[config.mk]
export PLATFORM = sky130hd
export DESIGN_NAME = uart_cmd_regs
export DESIGN_NICKNAME = d
export VERILOG_FILES = /design/src/rtl/uart_cmd_regs.sv
export SDC_FILE = /design/constraint.sdc
export NUM_CORES = 1
export LEC_CHECK = 0
export BUFFER_PORTS_ARGS = -buffer_cell sky130_fd_sc_hd__buf_2
export CAP_MARGIN = 20
export CORE_MARGIN = 2
export CORE_UTILIZATION = 45
export CTS_BUF_LIST = sky130_fd_sc_hd__clkbuf_8
export DETAILED_ROUTE_END_ITERATION = 8
export RECOVER_POWER = 25
export SETUP_SLACK_MARGIN = 0.02
export SYNTH_ARGS = -nofsm -noshare
export SYNTH_HDL_FRONTEND = slang
export SYNTH_SLANG_ARGS = --single-unit
[constraint.sdc]
create_clock -name clk -period 6.3 [get_ports clk]
set_input_delay 0.315 -clock clk [delete_from_list [all_inputs] [get_ports clk]]
set_output_delay 0.315 -clock clk [all_outputs]
set_load 0.01 [all_outputs]
[src/rtl/uart_cmd_regs.sv]
// uart_cmd_regs
// Parses ASCII register-write commands from the UART receiver and answers
// each completed or rejected command with a single ACK/NAK byte.
// A command is a letter ('A' + k selects register k), up to DIGITS decimal
// digits with optional spaces, then CR. Values above 2^DATA_W-1, too many
// digits, stray bytes or a stalled command produce a NAK and leave the
// registers untouched.
//
// Ports:
//   clk             system clock
//   rst_n           asynchronous active-low reset
//   from_uart_valid one-cycle strobe, received byte available
//   from_uart_data  received byte
//   reg_out         flat register file, register k at [k*DATA_W +: DATA_W]
//   reg_wr          one-cycle pulse, bit k set when register k is written
//   tx_valid        response byte pending
//   tx_data         response byte, 'K' (0x4B) = ACK, 'E' (0x45) = NAK
//   tx_ready        TX engine takes the byte when tx_valid && tx_ready
//   resp_drop       one-cycle pulse, a response was lost to a full slot
module uart_cmd_regs #(
  parameter int                           NUM_REGS    = 2,
  parameter int                           DATA_W      = 8,
  parameter int                           DIGITS      = 3,
  parameter logic [NUM_REGS*DATA_W-1:0]   RESET_VAL   = {8'h9A, 8'h01},
  parameter int                           TIMEOUT_CYC = 25_000_000
) (
  input  logic                         clk,
  input  logic                         rst_n,
  input  logic                         from_uart_valid,
  input  logic [7:0]                   from_uart_data,
  output logic [NUM_REGS*DATA_W-1:0]   reg_out,
  output logic [NUM_REGS-1:0]          reg_wr,
  output logic                         tx_valid,
  output logic [7:0]                   tx_data,
  input  logic                         tx_ready,
  output logic                         resp_drop
);

  localparam int ACC_W = DATA_W + 4;
  localparam int IDX_W = (NUM_REGS > 1) ? $clog2(NUM_REGS) : 1;
  localparam int CNT_W = $clog2(DIGITS + 1);
  localparam int TMR_W = (TIMEOUT_CYC > 1) ? $clog2(TIMEOUT_CYC) : 1;

  localparam logic [7:0]       CH_ACK   = 8'h4B;
  localparam logic [7:0]       CH_NAK   = 8'h45;
  localparam logic [7:0]       CH_SP    = 8'h20;
  localparam logic [7:0]       CH_CR    = 8'h0D;
  localparam logic [ACC_W-1:0] ACC_MAX  = {4'b0000, {DATA_W{1'b1}}};
  localparam logic [TMR_W-1:0] TMR_LAST = TMR_W'(TIMEOUT_CYC - 1);
  localparam logic [CNT_W-1:0] CNT_MAX  = CNT_W'(DIGITS);

  typedef enum logic [2:0] {S_IDLE, S_SEL, S_DIG, S_COMMIT, S_ABORT} state_t;

  state_t                       state_q, state_d;
  logic                         rx_valid_q, rx_valid_d;
  logic [7:0]                   rx_data_q, rx_data_d;
  logic [IDX_W-1:0]             idx_q, idx_d;
  logic [ACC_W-1:0]             acc_q, acc_d;
  logic                         ovf_q, ovf_d;
  logic [CNT_W-1:0]             count_q, count_d;
  logic [TMR_W-1:0]             timer_q, timer_d;
  logic [NUM_REGS*DATA_W-1:0]   regs_q, regs_d;
  logic [NUM_REGS-1:0]          reg_wr_q, reg_wr_d;
  logic                         tx_valid_q, tx_valid_d;
  logic [7:0]                   tx_data_q, tx_data_d;
  logic                         resp_drop_q, resp_drop_d;

  logic                         letter_hit;
  logic [IDX_W-1:0]             letter_idx;
  logic                         is_digit;
  logic [ACC_W-1:0]             acc_next;
  logic                         resp_push;
  logic [7:0]                   resp_byte;

  // Byte classification on the registered input byte. The accumulator is
  // wide enough that (2^DATA_W-1)*10+9 never wraps, so the range check on
  // acc_next is exact.
  always_comb begin
    letter_hit = 1'b0;
    letter_idx = '0;
    for (int k = 0; k < NUM_REGS; k++) begin
      if (rx_data_q == 8'(65 + k)) begin
        letter_hit = 1'b1;
        letter_idx = IDX_W'(k);
      end
    end
    is_digit = (rx_data_q >= 8'h30) && (rx_data_q <= 8'h39);
    acc_next = acc_q * ACC_W'(10) + {{(ACC_W-4){1'b0}}, rx_data_q[3:0]};
  end

  // Command FSM plus response slot. The input byte is registered first, so
  // the FSM reacts one cycle after the byte is sampled. The idle timer is
  // cleared straight from the raw strobe and saturates, which keeps the
  // timeout measured from the moment the byte was sampled.
  always_comb begin
    rx_valid_d  = from_uart_valid;
    rx_data_d   = from_uart_data;
    state_d     = state_q;
    idx_d       = idx_q;
    acc_d       = acc_q;
    ovf_d       = ovf_q;
    count_d     = count_q;
    regs_d      = regs_q;
    reg_wr_d    = '0;
    tx_valid_d  = tx_valid_q;
    tx_data_d   = tx_data_q;
    resp_drop_d = 1'b0;
    resp_push   = 1'b0;
    resp_byte   = CH_NAK;

    if (from_uart_valid) begin
      timer_d = '0;
    end else if (timer_q == TMR_LAST) begin
      timer_d = timer_q;
    end else begin
      timer_d = timer_q + TMR_W'(1);
    end

    if (tx_valid_q && tx_ready) begin
      tx_valid_d = 1'b0;
    end

    case (state_q)
      S_IDLE: begin
        if (rx_valid_q && letter_hit) begin
          idx_d   = letter_idx;
          acc_d   = '0;
          ovf_d   = 1'b0;
          count_d = '0;
          state_d = S_SEL;
        end
      end
      S_SEL, S_DIG: begin
        if (rx_valid_q) begin
          if (rx_data_q == CH_SP) begin
            state_d = state_q;
          end else if (is_digit) begin
            if (count_q == CNT_MAX) begin
              state_d = S_ABORT;
            end else begin
              count_d = count_q + CNT_W'(1);
              state_d = S_DIG;
              if (!ovf_q) begin
                if (acc_next > ACC_MAX) begin
                  ovf_d = 1'b1;
                end else begin
                  acc_d = acc_next;
                end
              end
            end
          end else if (rx_data_q == CH_CR) begin
            state_d = (state_q == S_DIG) ? S_COMMIT : S_ABORT;
          end else begin
            state_d = S_ABORT;
          end
        end else if (timer_q == TMR_LAST) begin
          state_d = S_ABORT;
        end
      end
      S_COMMIT: begin
        resp_push = 1'b1;
        if (ovf_q) begin
          resp_byte = CH_NAK;
        end else begin
          resp_byte = CH_ACK;
          for (int k = 0; k < NUM_REGS; k++) begin
            if (idx_q == IDX_W'(k)) begin
              regs_d[k*DATA_W +: DATA_W] = acc_q[DATA_W-1:0];
              reg_wr_d[k]                = 1'b1;
            end
          end
        end
        state_d = S_IDLE;
      end
      S_ABORT: begin
        resp_push = 1'b1;
        resp_byte = CH_NAK;
        state_d   = S_IDLE;
      end
      default: state_d = S_IDLE;
    endcase

    // Single-entry slot: a byte being consumed this cycle frees the slot
    // for the new response; otherwise a pending byte wins and the new one
    // is dropped.
    if (resp_push) begin
      if (tx_valid_q && !tx_ready) begin
        resp_drop_d = 1'b1;
      end else begin
        tx_valid_d = 1'b1;
        tx_data_d  = resp_byte;
      end
    end
  end

  always_ff @(posedge clk or negedge rst_n) begin
    if (!rst_n) begin
      state_q     <= S_IDLE;
      rx_valid_q  <= 1'b0;
      rx_data_q   <= 8'h00;
      idx_q       <= '0;
      acc_q       <= '0;
      ovf_q       <= 1'b0;
      count_q     <= '0;
      timer_q     <= '0;
      regs_q      <= RESET_VAL;
      reg_wr_q    <= '0;
      tx_valid_q  <= 1'b0;
      tx_data_q   <= 8'h00;
      resp_drop_q <= 1'b0;
    end else begin
      state_q     <= state_d;
      rx_valid_q  <= rx_valid_d;
      rx_data_q   <= rx_data_d;
      idx_q       <= idx_d;
      acc_q       <= acc_d;
      ovf_q       <= ovf_d;
      count_q     <= count_d;
      timer_q     <= timer_d;
      regs_q      <= regs_d;
      reg_wr_q    <= reg_wr_d;
      tx_valid_q  <= tx_valid_d;
      tx_data_q   <= tx_data_d;
      resp_drop_q <= resp_drop_d;
    end
  end

  assign reg_out   = regs_q;
  assign reg_wr    = reg_wr_q;
  assign tx_valid  = tx_valid_q;
  assign tx_data   = tx_data_q;
  assign resp_drop = resp_drop_q;

endmodule
### Yosys cells after proc, flatten, opt, wreduce, memory -nomap -nowiden

Cells that the tools add are included.
W data, S select, Z words.

* add/subtract/negate cells: 3
* $mul: 1
* order comparisons: 3
* equal/unequal tests: 20
* muxes and demuxes: 48
* bitwise gates (word level): 3
* reduce and logical (&&, ||, !) cells: 16

Operator list (number)
* $mux W12: 7
* $mux W25: 2
* $add A25 B1 Y25 const B: 1
* $eq A25 B25 Y1 const B: 1
* $mux W3: 8
* $pmux W12 S2: 1
* $mux W1: 18
* $eq A8 B7 Y1 const B: 2
* $ne A2 B2 Y1 const B: 8
* $mux W2: 7
* $add A12 B4 Y12: 1
* $gt A12 B8 Y1 const B: 1
* $mul A12 B3 Y11 const B: 1
* $reduce_and A3 Y1: 3
* $eq A8 B4 Y1 const B: 1
* $eq A8 B6 Y1 const B: 1
* $ge A8 B6 Y1 const B: 1
* $le A8 B6 Y1 const B: 1
* $mux W4: 2
* $reduce_and A8 Y1: 1
* $eq A3 B2 Y1 const B: 2
* $ne A3 B3 Y1 const B: 2
* $pmux W3 S2: 1
* $reduce_and A6 Y1: 1
* other kinds (13): 20

* register bits: 81
* bits of input ports: 12
* output and inout bits: 28
* word-level logic and storage cells: 108

### Depth between registers and ports, before layout

* depth in word-level cells: 10
* depth in mapped cells: 11
* mapped depth without buffers: 10

### Worst setup path after synthesis

No wires, ideal clock.

* path kind: register -> register
* start: register acc_q[1]
* end: register acc_q[3]
* library setup time: 101 ps
* data arrival time: 2931 ps
* data required time: 6199 ps
* setup slack: 3268 ps
* stages on the path, launching flop included: 11
* path buffers: 0
* period minus slack after synthesis: 3032 ps
* path through: dfrtp_1 -> ha_1 -> ha_1 -> fa_1 -> a211oi_2 -> nor2_1 -> or4_4 -> mux2i_2 -> and3_1 -> a21oi_2 -> o32ai_1

* cells in the longest elaborated chain, start to end: 9
* elaborated cells on any way between the ends: 12
* those cells by class: add/sub (1); mul (1); order compare (1); eq/ne (1); mux (7); reduce/logical (1)

Ends and longest elaborated chain
* from (decl): RTL line 58 `logic [ACC_W-1:0] acc_q, acc_d;`
* from (signal assigned): RTL line 202 `acc_q <= '0;`
* from (signal assigned): RTL line 216 `acc_q <= acc_d;`
* $mul A12 B3 Y11 (*): RTL line 88 `acc_next = acc_q * ACC_W'(10) + {{(ACC_W-4){1'b0}}, rx_data_q[3:0]};`
* $add A12 B4 Y12 (*): RTL line 88
* branches (longest 7 deep; another with $gt A12 B8 Y1)

Every way passes the cells marked *. The select of a mux whose other input is x is not followed.
A chain may end at the register's enable or synchronous reset.

==> flow_metrics.tcl <==
set metrics [dict create \
    crit_family "buffers and inverters" \
    power.leakage_uw 0.00202 \
    dr.first_iter.drc_count 75 \
    antenna_left 0 \
    gr-total-overflow 0 \
    grt_max_degree 76 \
    num_antenna_cells 0 \
    cts.reportedPaths.clkPinSlew_ns 0.08 \
    final.period_utilization_pct 55.9 \
    initial_utilization_pct 46.4 \
    endpoint_kind "async pin" \
    layout-drive-gt1-share_pct 18.5 \
    seq_area_mm2 0.00188 \
    layout_common_cells "dfrtp_1 (70), nor2_1 (41), buf_2 (33)" \
    yosys_register_bits 75 \
    crit_required_ns 5.85 \
    pwr_density_cell_mw_per_mm2 326 \
    place.gp.congestion 0.836 \
    period_minus_slack_ns 3.52 \
    track_usage_pct 17.0 \
    crit_type "input port to async pin" \
    holdWs_ns 0.0644 \
    die_x_um 98.5 \
    multi_input_area_mm2 0.00199 \
    htreeDepth 3 \
    num-nets-final 462 \
    slowest_stage "clkbuf_1" \
    fin_skew_ns 0.0103 \
    crit_chain "clkbuf_1" \
    rsz0062_at_grt "false" \
    ctsLongestPathBuffers 2 \
    clock_power_share_pct 25.8 \
    grt_pass1_wl_um 13300 \
    power_switching_share_pct 36.5 \
    antenna_found_initial 0 \
    dp_hpwl_um 5560 \
    portBuffers 36 \
    clk_latency_ns 0.35 \
    cts_resized 0 \
    cts_tree "built" \
    grt_pass1_vias 2868 \
    cts_made_buffers 9 \
    netlist_instances 392 \
    cp_num_buf_inv 1 \
    maxSlewViolCount 76 \
    wl_um 7690 \
    netSwitchingPower_uw 530 \
    avgSynthCellArea_um2 10.3 \
    critPathMaxFanout 75 \
    synth-main-ff-cell "dfrtp_1" \
    rows 34 \
    tightestPinTransition_ns 3.90 \
    worst_setup_path_start_kind "input port" \
    crit_arrival_ns 3.07 \
    die_y_um 98.5 \
    drcViolationCount 0 \
    ios 40 \
    tns_ns 0 \
    hold_violations 0 \
    area_growth_pct 10.8 \
    violations "max-capacitance violations, max-slew violations" \
    die-area_mm2 0.00971 \
    internal_power_uw 921 \
    status "finished, violations left" \
    seq_area_frac_synth_pct 46.8 \
    firstDrtPassIters 4 \
    synth-edff-count 0 \
    async_reset_ff_share_pct 100 \
    vias 2942 \
    ys_types 63 \
    ir_drop_mv 0.109 \
    viasPerCell 5.44 \
    netlist_area_mm2 0.00402 \
    setup_violations 0 \
    post_cts_buffers 0 \
    final_common_cell "dfrtp_1" \
    holdBufCountCts 0 \
    ys_warn_count 0 \
    p_seq_share_pct 40.1 \
    cts_root_buffer "clkbuf_8" \
    fillers 804 \
    cts.sinks 75 \
    fp.coreArea_mm2 0.00868 \
    slew_headroom_pct -160 \
    maxCapViolations 1 \
    r2r_slack_ns 2.81 \
    wire_per_inst_um 14.2 \
    max_stage_delay_ns 2.69 \
    hold_class "input port to register" \
    fmax_ghz 0.284 \
    p_comb_share_pct 34.1 \
]
state kept, by name (all words and copies together), names as in the netlist:
register,cells
count_q,2
rx_data_q,8
idx_q,1
ovf_q,1
timer_q,25
tx_data,3
resp_drop,1
reg_wr,2
rx_valid_q,1
acc_q,11
tx_valid,1
state_q,3
reg_out,16
cells in the mapped netlist, types with 3 or more instances:
library cell | number | share of area, %
nand4_1 | 6 | 0.93
clkbuf_1 | 3 | 0.28
and3_1 | 7 | 1.1
nand2_1 | 28 | 2.6
nor2b_1 | 4 | 0.62
nand2b_1 | 5 | 0.78
buf_4 | 6 | 1.1
xnor2_1 | 13 | 2.8
mux2_2 | 9 | 2.5
xor2_1 | 14 | 3.0
nor2_1 | 41 | 3.8
nor4_1 | 4 | 0.62
dfrtp_1 | 70 | 44
o32ai_1 | 8 | 1.7
or3_1 | 9 | 1.4
dfstp_2 | 5 | 3.3
nor3b_1 | 3 | 0.56
inv_1 | 18 | 1.7
ha_1 | 20 | 6.2
a21oi_1 | 19 | 2.4
nand3_1 | 15 | 1.9
o21ai_0 | 28 | 3.5
nor3_1 | 5 | 0.62
power by group through the flow:
stage | Sequential [uW] | Combinational, uW | Clock, uW
2_1_floorplan | 573 | 407 | 0
3_3_place_gp | 589 | 488 | 0
3_5_place_dp | 590 | 498 | 0
4_1_cts | 581 | 498 | 385
5_1_grt | 590 | 554 | 408
6_report | 582 | 495 | 374
stage by stage:
step / cell area, um2 / worst slack, ns / cells / utilization, % / total power, uW
after floorplan: 4030 / 3.27 / 394 / - / 980
after global placement: 4260 / 2.93 / 525 / 49.1 / 1080
after detailed placement: 4260 / 2.83 / 525 / 49.1 / 1090
after CTS: 4460 / 2.81 / 541 / 51.4 / 1460
after global routing: 4460 / 1.80 / 541 / 51.4 / 1550
final: 4460 / 2.78 / 541 / 51.4 / 1450
metal layers:
metal	vias up	GRT usage, %	part of all wire, %
li1	1463	-	-
met5	-	0	0
met1	1401	23.3	49
met4	0	8.11	2.2
met2	63	26.1	45
met3	15	3.05	3.2
path summary, 6_finish.rpt:
| path | endpoint | cells past startpoint | startpoint |
|---|---|---|---|
| worst min register to register | reg_out[10]$_DFFE_PN0P_ | 2 | reg_out[10]$_DFFE_PN0P_ |
| worst max register to register | acc_q[1]$_DFFE_PN0P_ | 10 | acc_q[1]$_DFFE_PN0P_ |
| max in group clk | acc_q[1]$_DFFE_PN0P_ | 10 | acc_q[1]$_DFFE_PN0P_ |
| min in group asynchronous | reg_wr[0]$_DFF_PN0_ | 1 | rst_n |
| worst max-delay path | timer_q[15]$_DFFE_PN0P_ | 1 | rst_n |
| worst min-delay path | rx_data_q[7]$_DFF_PN0_ | 1 | from_uart_data[7] |
cell type report:
class	count	share of cell area, %
clock buffers	10	3.09
multi-input cells	288	44.7
inverters	18	1.52
well taps	108	3.03
repair buffers	36	3.96
clock inverters	6	1.46
flip-flops and latches	75	42.2
logic make-up (layout without fill, tap and decap cells):
group                    count (synthesis)  count (layout)  share of synthesized area [%]
AO/OA/AOI/OAI                           75              75                           12.3
XOR/XNOR                                27              27                           5.88
adder cells (fa/ha/maj)                 23              23                           7.50
buffers and inverters                   31              70                           3.83
flip-flops                              75              75                           46.8
multiplexers                            13              13                           3.64
other                                    1               3                         0.0932
AND/OR/NAND/NOR                        147             147                           19.9
No activity file was read; power rests on OpenSTA's default activity.
